--- src/rtl/pc_sequencer_pkg.sv ---
// rtl/pc_sequencer_pkg.sv - shared states and constants for the PC sequencer
package pc_sequencer_pkg;

  typedef enum logic [2:0] {
    ST_INIT    = 3'd0,
    ST_FETCH   = 3'd1,
    ST_ISSUE   = 3'd2,
    ST_EXECUTE = 3'd3,
    ST_UPDATE  = 3'd4
  } seq_state_e;

  localparam logic [31:0] DEFAULT_INITIAL_PC = 32'h0040_0000;
  localparam logic [31:0] INSTR_ALIGN_MASK   = 32'h0000_0003;
  localparam logic [31:0] PC_STEP            = 32'd4;

  // A redirect target is usable only if it is word aligned.
  function automatic logic is_misaligned(input logic [31:0] addr);
    return (addr & INSTR_ALIGN_MASK) != 32'd0;
  endfunction

endpackage

--- src/rtl/pc_target_select.sv ---
// rtl/pc_target_select.sv - prioritised next-PC selection with alignment check
module pc_target_select
  import pc_sequencer_pkg::*;
(
  input  logic [31:0] pc,
  input  logic        branch_taken,
  input  logic [31:0] branch_target,
  input  logic        trap_request,
  input  logic [31:0] trap_vector,
  input  logic        trap_return,
  input  logic [31:0] epc,
  output logic [31:0] target,
  output logic        misaligned,
  output logic        retire
);

  // Trap entry wins, then trap return, then branch, then fall-through; a bad
  // epc or branch target diverts to the trap vector and does not retire.
  always_comb begin
    target     = pc + PC_STEP;
    misaligned = 1'b0;
    retire     = 1'b1;
    if (trap_request) begin
      target = trap_vector;
      retire = 1'b0;
    end else if (trap_return) begin
      if (is_misaligned(epc)) begin
        target     = trap_vector;
        misaligned = 1'b1;
        retire     = 1'b0;
      end else begin
        target = epc;
      end
    end else if (branch_taken) begin
      if (is_misaligned(branch_target)) begin
        target     = trap_vector;
        misaligned = 1'b1;
        retire     = 1'b0;
      end else begin
        target = branch_target;
      end
    end
  end

endmodule

--- src/rtl/pc_sequencer.sv ---
// rtl/pc_sequencer.sv - fetch/issue/execute/update sequencer driving the PC
module pc_sequencer
  import pc_sequencer_pkg::*;
#(
  parameter logic [31:0] INITIAL_PC = DEFAULT_INITIAL_PC
) (
  input  logic        clock,
  input  logic        reset,
  input  logic [31:0] pc,
  output logic [31:0] next_pc,
  output logic        pc_enable,
  output logic        fetch_req,
  output logic [31:0] fetch_addr,
  input  logic        fetch_ack,
  input  logic [31:0] fetch_data,
  output logic [31:0] instruction,
  output logic        instruction_valid,
  input  logic        exec_done,
  input  logic        branch_taken,
  input  logic [31:0] branch_target,
  input  logic        trap_request,
  input  logic [31:0] trap_vector,
  input  logic        trap_return,
  input  logic [31:0] epc,
  output logic        misaligned_fetch,
  output logic [63:0] instret
);

  seq_state_e  state_q, state_d;
  logic [31:0] target_q, target_d;
  logic [31:0] instr_q, instr_d;
  logic        valid_q, valid_d;
  logic        pc_enable_q, pc_enable_d;
  logic        fetch_req_q, fetch_req_d;
  logic        misaligned_q, misaligned_d;
  logic [63:0] instret_q, instret_d;

  logic [31:0] sel_target;
  logic        sel_misaligned;
  logic        sel_retire;

  pc_target_select u_target_select (
    .pc            (pc),
    .branch_taken  (branch_taken),
    .branch_target (branch_target),
    .trap_request  (trap_request),
    .trap_vector   (trap_vector),
    .trap_return   (trap_return),
    .epc           (epc),
    .target        (sel_target),
    .misaligned    (sel_misaligned),
    .retire        (sel_retire)
  );

  // Next state plus the strobes of the state being entered, so every output is a flop.
  always_comb begin
    state_d      = state_q;
    target_d     = target_q;
    instr_d      = instr_q;
    valid_d      = 1'b0;
    pc_enable_d  = 1'b0;
    fetch_req_d  = 1'b0;
    misaligned_d = 1'b0;
    instret_d    = instret_q;
    case (state_q)
      ST_INIT: begin
        // First cycle out of reset arms the INITIAL_PC load; target_q already holds it.
        if (!pc_enable_q) begin
          pc_enable_d = 1'b1;
        end else begin
          state_d     = ST_FETCH;
          fetch_req_d = 1'b1;
        end
      end
      ST_FETCH: begin
        if (fetch_ack) begin
          state_d = ST_ISSUE;
          instr_d = fetch_data;
          valid_d = 1'b1;
        end else begin
          fetch_req_d = 1'b1;
        end
      end
      ST_ISSUE: begin
        state_d = ST_EXECUTE;
      end
      ST_EXECUTE: begin
        if (exec_done) begin
          state_d      = ST_UPDATE;
          target_d     = sel_target;
          misaligned_d = sel_misaligned;
          pc_enable_d  = 1'b1;
          if (sel_retire) begin
            instret_d = instret_q + 64'd1;
          end
        end
      end
      ST_UPDATE: begin
        state_d     = ST_FETCH;
        fetch_req_d = 1'b1;
      end
      default: begin
        state_d = ST_INIT;
      end
    endcase
  end

  // State and registered outputs; reset restarts from INIT and drops any pending ack.
  always_ff @(posedge clock) begin
    if (!reset) begin
      state_q      <= ST_INIT;
      target_q     <= INITIAL_PC;
      instr_q      <= 32'd0;
      valid_q      <= 1'b0;
      pc_enable_q  <= 1'b0;
      fetch_req_q  <= 1'b0;
      misaligned_q <= 1'b0;
      instret_q    <= 64'd0;
    end else begin
      state_q      <= state_d;
      target_q     <= target_d;
      instr_q      <= instr_d;
      valid_q      <= valid_d;
      pc_enable_q  <= pc_enable_d;
      fetch_req_q  <= fetch_req_d;
      misaligned_q <= misaligned_d;
      instret_q    <= instret_d;
    end
  end

  assign next_pc           = target_q;
  assign pc_enable         = pc_enable_q;
  assign fetch_req         = fetch_req_q;
  assign fetch_addr        = pc;
  assign instruction       = instr_q;
  assign instruction_valid = valid_q;
  assign misaligned_fetch  = misaligned_q;
  assign instret           = instret_q;

endmodule

--- config.mk ---
export PLATFORM = sky130hd
export DESIGN_NAME = pc_sequencer
export DESIGN_NICKNAME = d
export VERILOG_FILES = /design/src/rtl/pc_sequencer_pkg.sv /design/src/rtl/pc_target_select.sv /design/src/rtl/pc_sequencer.sv
export SDC_FILE = /design/constraint.sdc
export NUM_CORES = 1
export LEC_CHECK = 0
export BUFFER_PORTS_ARGS = -buffer_cell sky130_fd_sc_hd__buf_2
export CAP_MARGIN = 20
export CORE_MARGIN = 4
export CORE_UTILIZATION = 52
export DETAILED_ROUTE_END_ITERATION = 8
export GPL_TIMING_DRIVEN = 0
export PLACE_DENSITY = 0.92
export SETUP_SLACK_MARGIN = 0.05
export SYNTH_ARGS = -nofsm -noshare
export SYNTH_HDL_FRONTEND = slang
export SYNTH_HIERARCHICAL = 1
export SYNTH_SLANG_ARGS = --single-unit
--- constraint.sdc ---
create_clock -name clock -period 5.21 [get_ports clock]
set_input_delay 0.521 -clock clock [delete_from_list [all_inputs] [get_ports clock]]
set_output_delay 0.521 -clock clock [all_outputs]
set_load 0.01 [all_outputs]
# After elaboration in Yosys (flattened, before gate mapping)

Cells that the tools add are included.
W data, S select, Z words.

Muxes and demuxes: 25
Bitwise operators: 3
Equal/unequal tests: 7
Reduce and logical (&&, ||, !) cells: 9
$add $sub $neg: 2

Operators with widths:

| operator                | count |
|---|---|
| $mux W32                | 5 |
| $add A64 B1 Y64 const B | 1 |
| $reduce_bool A32 Y1     | 2 |
| $add A32 B3 Y32 const B | 1 |
| $pmux W3 S5             | 1 |
| $mux W1                 | 14 |
| $mux W3                 | 3 |
| $eq A3 B2 Y1 const B    | 2 |
| $ne A2 B2 Y1 const B    | 3 |
| $reduce_and A2 Y1       | 3 |
| $reduce_and A3 Y1       | 2 |
| $reduce_or A4 Y1        | 1 |
| $eq A3 B1 Y1 const B    | 1 |
| $eq A3 B3 Y1 const B    | 1 |
| $logic_not A3 Y1        | 1 |
| $not A1 Y1              | 3 |
| $pmux W1 S3             | 1 |
| $pmux W1 S2             | 1 |

Output and inout port bits: 164
Word-level logic and storage cells: 54
Register bits: 135
Bits of input ports: 167

# Longest topological paths before layout

Gate-level depths: netlist (run 1).

Word-level depth: 6
Gate-level depth with buffers: 12
Gate-level depth less buffers: 8

# Hierarchy

Netlist (run 1), hierarchy kept.

Modules (own cells, without submodules):

| module           | seq. area each (µm²) | cells an instance | area each (µm²) | times used |
|---|---|---|---|---|
| pc_sequencer     | 2702.6               | 714               | 5758.0          | 1 |
| pc_target_select | 0.0                  | 305               | 1841.8          | 1 |

# Least setup slack after synthesis (run 1)

Ideal clock, no wire load.

Path type: input to register
From: input epc[0]
To: register instret_q[53] (netlist: instret[53])
Path slack: 2108 ps
Setup time: 132 ps
Cell stages on the path: 12
Data arrival time: 2969 ps
Required time: 5078 ps
Buffers on the path: 4
Path through: or2_2 buf_2 nand2_1 nand2_1 a31oi_1 nand3_1 or4_4 buf_6 buf_2 clkbuf_1 o21ai_0 a21oi_1

Word-level cells in the longest chain between the ends: 5

RTL lines:

| item                               | RTL line               | RTL |
|---|---|---|
| start, declared                    | pc_sequencer.sv:24     | `input logic [31:0] epc,` |
| $reduce_bool A32 Y1                | pc_sequencer_pkg.sv:18 | `return (addr & INSTR_ALIGN_MASK) != 32'd0;` |
| $mux W1                            | pc_target_select.sv:27 | `if (is_misaligned(epc)) begin` |
| $mux W1                            | pc_target_select.sv:26 | `end else if (trap_return) begin` |
| $mux W1                            | pc_target_select.sv:23 | `if (trap_request) begin` |
| net sel_retire                     | pc_sequencer.sv:40     | `logic sel_retire;` |
| $reduce_and A3 Y1 (no source line) | -                      |  |
| end signal, assigned               | pc_sequencer.sv:127    | `instret_q <= instret_d;` |
| end, declared                      | pc_sequencer.sv:36     | `logic [63:0] instret_q, instret_d;` |

The timed path passes the listed nets, and every way through them passes these cells.
A chain may end at the register's enable or synchronous reset.

# Worst setup path in the final report (run 1)

From: input trap_request
To: register instret_q[59] (netlist: instret[59])

Word-level cells in the longest chain between the ends: 2

RTL lines:

| item                               | RTL line               | RTL |
|---|---|---|
| start, declared                    | pc_sequencer.sv:21     | `input logic trap_request,` |
| $mux W1                            | pc_target_select.sv:23 |  |
| net sel_retire                     | pc_sequencer.sv:40     |  |
| $reduce_and A3 Y1 (no source line) | -                      |  |

The timed path passes the listed nets, and every way through them passes these cells.

==> results of run 1 <==
[sequential cells by signal, indices dropped and copies added, names as in the netlist]
signal,count
instret,64
instruction,32
next_pc,32
state_q,3
fetch_req,1
instruction_valid,1
misaligned_fetch,1
pc_enable,1
[routing by layer]
metal | up-vias | GRT usage [%] | part of all wire, %
met5 | - | 0 | 0.025
met3 | 59 | 10.6 | 11
met1 | 4316 | 40.4 | 39
met2 | 512 | 54.1 | 48
li1 | 4269 | - | -
met4 | 2 | 8.77 | 2.0
[path summary, 6_finish.rpt]
kind,start,end,slack (ns),cells past startpoint
max,trap_request,instret[59],1.19,12
min,fetch_data[20],instruction[20],0.33,3
max reg2reg,state_q[1],instret[59],2.54,9
min reg2reg,next_pc[30],next_pc[30],0.45,2
[logic make-up after synthesis]
group,share of synthesized area (%)
AOI/OAI and AO/OA,17.9
xor gates and xnor gates,6.57
adders and majority gates,0.329
buffers and inverters,7.80
DFF,35.6
muxes,0.543
and+or+nand+nor,31.3
[cells in the mapped netlist, drive strengths merged (2+ instances only)]
cell type	count
a21boi	17
a21oi	102
a221oi	21
a222oi	2
a31oi	2
a32o	2
a32oi	3
and2	5
and3	11
and4	11
buf	47
clkbuf	50
dfxtp	135
ha	2
inv	15
mux2i	3
nand2	212
nand2b	3
nand3	62
nand3b	2
nand4	22
nor2	65
nor2b	2
nor3	21
nor4	19
o21ai	55
o221ai	3
o22ai	5
o31ai	10
or2	6
or3	24
or4	12
xnor2	42
xor2	15
[critical path, cell delays in order]
cell,delay [ns]
buf_2,0.13
inv_1,0.19
clkbuf_1,0.51
nand2_1,0.21
a31oi_1,0.67
nand3_1,0.55
or4_4,0.56
buf_6,0.15
buf_2,0.19
clkbuf_1,0.25
o21ai_0,0.23
a21oi_1,0.11
[through the flow]
| stage | cell area [µm²] | instances | total power (µW) | hold WS [ns] |
|---|---|---|---|---|
| floorplan | 7600 | 1019 | 1300 | 0.481 |
| global placement | 9480 | 1529 | 1470 | 0.438 |
| detailed placement | 9480 | 1529 | 1480 | 0.444 |
| CTS | 10100 | 1561 | 2670 | 0.326 |
| global route | 10100 | 1561 | 2780 | 0.327 |
| finish | 10100 | 1561 | 2670 | 0.333 |
[cells in the final DEF, fill, tap and decap left out, drive strengths merged, types with 2 or more instances in the layout]
cell type,synthesis,layout
buf,47,377
dfxtp,135,135
nand2b,3,3
nand2,212,212
clkinv,0,6
nor3,21,21
and2,5,5
nor2,65,65
o22ai,5,5
a32oi,3,3
a32o,2,2
or2,6,6
a21oi,102,102
o31ai,10,10
nand3,62,62
o221ai,3,3
a31oi,2,2
mux2i,3,3
xnor2,42,42
and4,11,11
or4,12,12
o21ai,55,55
nor2b,2,2
a221oi,21,21
nand3b,2,2
clkbuf,50,67
a21boi,17,17
and3,11,11
nor4,19,19
nand4,22,22
bufinv,0,2
a222oi,2,2
or3,24,24
xor2,15,15
ha,2,2
inv,15,22
[area by class of cell]
type	count	area (µm²)	area share, %
flip-flops and latches	135	2700	26.9
multi-input cells	771	4300	42.8
clock buffers	17	425	4.23
inverters	15	56.3	0.559
plain buffers	98	537	5.33
well taps	180	225	2.24
repair buffers	330	1650	16.4
clock inverters	15	163	1.62
[power groups by stage]
stage,registers (µW),logic [µW],clock network (µW)
floorplan,1110,195,0
global placement,1090,379,0
detailed placement,1090,386,0
CTS,1070,387,1210
global route,1080,432,1270
finish,1070,393,1210
==> impl_metrics.py, run 1 <==
metrics = {
    "die": {
        "die_y_um": 129,
        "core_area_mm2": 0.0141,
        "num_rows": 43,
        "ios": 331,
        "start_util_pct": 53.9,
        "dieArea_mm2": 0.0166,
        "die_x_um": 129,
    },
    "layout": {
        "fillCellCount": 1169,
        "diodes": 0,
        "drive_gt1_share_pct": 31.2,
        "syn2layout_area_growth_pct": 32.4,
        "fin_util_pct": 71.4,
        "nets": 1537,
    },
    "timing": {
        "fin_crit_ns": 4.02,
        "finalHoldViolations": 0,
        "tns_ns": 0,
        "final_max_slew_viol_count": 0,
        "setup_violations": 0,
        "worstMarginPinSlew_ns": 0.833,
        "fin_worst_skew_ns": 0.0117,
        "fin_crit_sh_pct": 77.1,
        "max_freq_mhz": 249,
        "worst_slack_ns": 1.19,
        "rsz0062_at_grt": "false",
        "slew_headroom_pct": 44.2,
    },
    "synth": {
        "async_flop_share_pct": 0,
        "yosysSeqAreaShare_pct": 35.6,
        "synth_top_area_share_pct": 35.6,
        "yosysWarnings": 6,
        "ys_seq_elements": 135,
        "synth_area_per_cell_um2": 7.46,
        "synth-edff-count": 0,
        "synth_nets": 1188,
        "syn_inst": 1019,
        "yosys-top-cells-area": "dfxtp_1 36%, nand2_1 10%, a21oi_1 6.7%",
        "yosysUniqueCellTypes": 63,
        "synth_area_leader_cell": "dfxtp_1",
        "synth_area_mm2": 0.00760,
        "yosys_most_used_dff": "dfxtp_1",
    },
    "run": {
        "cap_viol_max_count": 0,
    },
    "routing": {
        "ant_nets": 0,
        "num_vias": 9158,
        "drc_errors": 0,
        "drtIter0Drc": 908,
        "drtPass1Iterations": 7,
        "wl_per_cell_um": 17.8,
        "via_per_inst": 5.87,
        "wl_um": 27700,
    },
    "run_status": {
        "status": "finished, final reports clean",
    },
    "worst_setup_path": {
        "cp-start-kind": "primary input",
        "cp-end-kind": "flop",
        "cp_max_fo": 10,
        "path_class": "in2reg",
        "worst_ep_arrival_time_ns": 4.28,
        "cp.required_ns": 5.48,
    },
    "clock_tree": {
        "clkSinkCount": 135,
        "clk_latency_ns": 0.42,
        "cts_resized": 0,
        "clk_path_buf_depth": 2,
        "postCtsSetupBuffers": 0,
        "cts-root-buf": "clkbuf_16",
        "cts_hold_buf": 0,
        "htreeDepth": 4,
        "clk_transition_reported_paths_ns": 0.07,
        "numCtsBuffers": 17,
        "cts_tree": "built",
    },
    "place": {
        "port_buffers": 330,
        "hpwl_um": 21600,
        "gp_congestion": 1.05,
        "post-place-ws_ns": 0.998,
    },
    "power": {
        "clkPwrFrac_pct": 45.1,
        "p_leak_uw": 0.00425,
        "power_frac_seq_pct": 40.2,
        "p_int_uw": 1930,
        "power_density_mw_per_mm2": 265,
        "switching_power_uw": 737,
        "ir_drop_v": 0.000338,
        "swShare_pct": 27.6,
        "comb_power_share_pct": 14.7,
    },
    "min_path": {
        "hp-class": "in2reg",
    },
    "global_routing": {
        "overflow": 0,
        "grt_max_degree": 17,
        "grt_util_all_layers_pct": 32.4,
        "antenna_found_initial": 1,
        "grt_pass1_wl_um": 43400,
        "grt_pass1_vias": 8629,
    },
}
No activity file was read; power rests on OpenSTA's default activity.
==> inputs of run 2 (changes only) <==
--- a/config.mk
+++ b/config.mk
@@ -8,10 +8,10 @@
 export BUFFER_PORTS_ARGS = -buffer_cell sky130_fd_sc_hd__buf_2
 export CAP_MARGIN = 20
 export CORE_MARGIN = 4
-export CORE_UTILIZATION = 52
+export CORE_UTILIZATION = 44
 export DETAILED_ROUTE_END_ITERATION = 8
 export GPL_TIMING_DRIVEN = 0
-export PLACE_DENSITY = 0.92
+export PLACE_DENSITY = 0.83
 export SETUP_SLACK_MARGIN = 0.05
 export SYNTH_ARGS = -nofsm -noshare
 export SYNTH_HDL_FRONTEND = slang
==> constraint.sdc (replaced) <==
create_clock -name clock -period 3.61 [get_ports clock]
set_input_delay 0.361 -clock clock [delete_from_list [all_inputs] [get_ports clock]]
set_output_delay 0.361 -clock clock [all_outputs]
set_load 0.01 [all_outputs]
==> impl_metrics.py, run 2 (synthesis results as in run 1) <==
metrics = {
    "run_status": {
        "status": "finished, final reports clean",
    },
    "worst_setup_path": {
        "cp-end-kind": "flop",
        "path_class": "in2reg",
        "cp-start-kind": "primary input",
        "worst_ep_arrival_time_ns": 3.51,
        "cp_max_fo": 10,
        "cp.required_ns": 3.88,
        "r2r_start": "instret[23]",
        "crit_start": "trap_request",
    },
    "min_path": {
        "min_from": "fetch_data[19]",
        "hp-class": "in2reg",
    },
    "clock_tree": {
        "clkSinkCount": 135,
        "cts_tree": "built",
        "clk_latency_ns": 0.41,
        "cts-root-buf": "clkbuf_16",
        "htreeDepth": 4,
        "numCtsBuffers": 17,
        "clk_path_buf_depth": 2,
        "clk_transition_reported_paths_ns": 0.06,
    },
    "place": {
        "dp.cells": 1569,
        "gp_congestion": 0.960,
        "post-place-ws_ns": -0.522,
        "hpwl_um": 21800,
        "placement.cell_area_mm2": 0.00953,
        "port_buffers": 330,
    },
    "power": {
        "swShare_pct": 27.0,
        "ir_drop_v": 0.000423,
        "power_frac_seq_pct": 40.7,
        "power_density_mw_per_mm2": 376,
        "comb_power_share_pct": 14.9,
        "p_leak_uw": 0.00424,
        "switching_power_uw": 1030,
        "clkPwrFrac_pct": 44.4,
        "p_int_uw": 2780,
        "fin_total_pwr_uw": 3800,
    },
    "routing": {
        "wl_um": 27500,
        "drtIter0Drc": 638,
        "via_per_inst": 5.54,
        "ant_nets": 0,
        "drc_errors": 0,
        "drtPass1Iterations": 5,
        "num_vias": 8868,
        "wl_per_cell_um": 17.1,
    },
    "timing": {
        "finalHoldViolations": 0,
        "whs_ns": 0.181,
        "fin_crit_ns": 3.25,
        "slew_headroom_pct": 50.8,
        "final_max_slew_viol_count": 0,
        "worst_slack_ns": 0.364,
        "worstMarginPinSlew_ns": 0.736,
        "rsz0062_at_grt": "false",
        "max_freq_mhz": 308,
        "fin_worst_skew_ns": 0.0104,
        "setup_violations": 0,
        "fin_crit_sh_pct": 89.9,
    },
    "die": {
        "start_util_pct": 45.3,
        "die_x_um": 139,
        "die_y_um": 139,
        "num_rows": 47,
        "core_area_mm2": 0.0168,
        "dieArea_mm2": 0.0194,
        "ios": 331,
    },
    "layout": {
        "final_common_cell": "buf_2",
        "layout_common_cells": "340 x buf_2, 212 x nand2_1, 135 x dfxtp_1",
        "design_area_mm2": 0.0101,
        "diodes": 0,
        "drive_gt1_share_pct": 31.4,
        "syn2layout_area_growth_pct": 33.1,
        "nets": 1537,
        "largest_reg_flops": 64,
        "stdcell_count": 1601,
    },
    "global_routing": {
        "antenna_found_initial": 1,
        "grt_util_all_layers_pct": 26.9,
        "grt_max_degree": 17,
        "overflow": 0,
        "grt_pass1_wl_um": 43000,
        "grt_pass1_vias": 8296,
    },
    "run": {
        "cap_viol_max_count": 0,
    },
}
[run 2: repair_timing]
item                       in CTS  in global routing
cloned                          0                  0
pin swaps                       0                  0
gates resized for setup         1                  2
setup buffers                   0                  0
hold buffers                    0                  0
setup endpoints to repair      10                 11
[run 2: metal layers]
layer,part of all wire [%],GRT usage [%],vias up
li1,-,-,4269
met5,0.047,0,-
met2,46,43.3,428
met1,42,35.2,4129
met3,11,8.27,40
met4,1.7,7.16,2
[run 2: layout make-up]
type / instances / area [µm²]
Sequential cell: 135 / 2700
Timing Repair Buffer: 330 / 1650
Tap cell: 220 / 275
Clock inverter: 15 / 153
Multi-Input combinational cell: 771 / 4310
Clock buffer: 17 / 425
Buffer: 98 / 538
Inverter: 15 / 56.3
Fill cell: 1574 / 6650
[run 2: worst max-delay path: stages]
cell and delay, ns:
buf_2 0.13, inv_1 0.18, clkbuf_2 0.33, nand2_1 0.21, a31oi_2 0.42, nand3_1 0.43, or4_4 0.53, buf_6 0.16
buf_2 0.18, clkbuf_1 0.24, o21ai_0 0.23, a21oi_1 0.09
[run 2: final timing paths]
kind	endpoint	cells past startpoint	slack, ns
setup / recovery	instret[57]	12	0.36
hold / removal	instruction[19]	3	0.18
setup reg to reg	instret[57]	9	0.97
hold reg to reg	instruction[16]	2	0.45
[run 2: per-stage QoR]
stage | TNS (ns) | utilization [%]
finish | 0 | 60.3
global route | 0 | 60.3
CTS | 0 | 60.3
detailed placement | -6.23 | 56.8
global placement | -5.67 | 56.8
floorplan | 0 | -
[run 2: power by group through the flow]
stage | Sequential (µW) | Combinational (µW) | Clock (µW)
after floorplan | 1600 | 281 | 0
after global placement | 1580 | 552 | 0
after detailed placement | 1580 | 558 | 0
after CTS | 1550 | 561 | 1720
after global routing | 1550 | 623 | 1800
final | 1550 | 566 | 1690
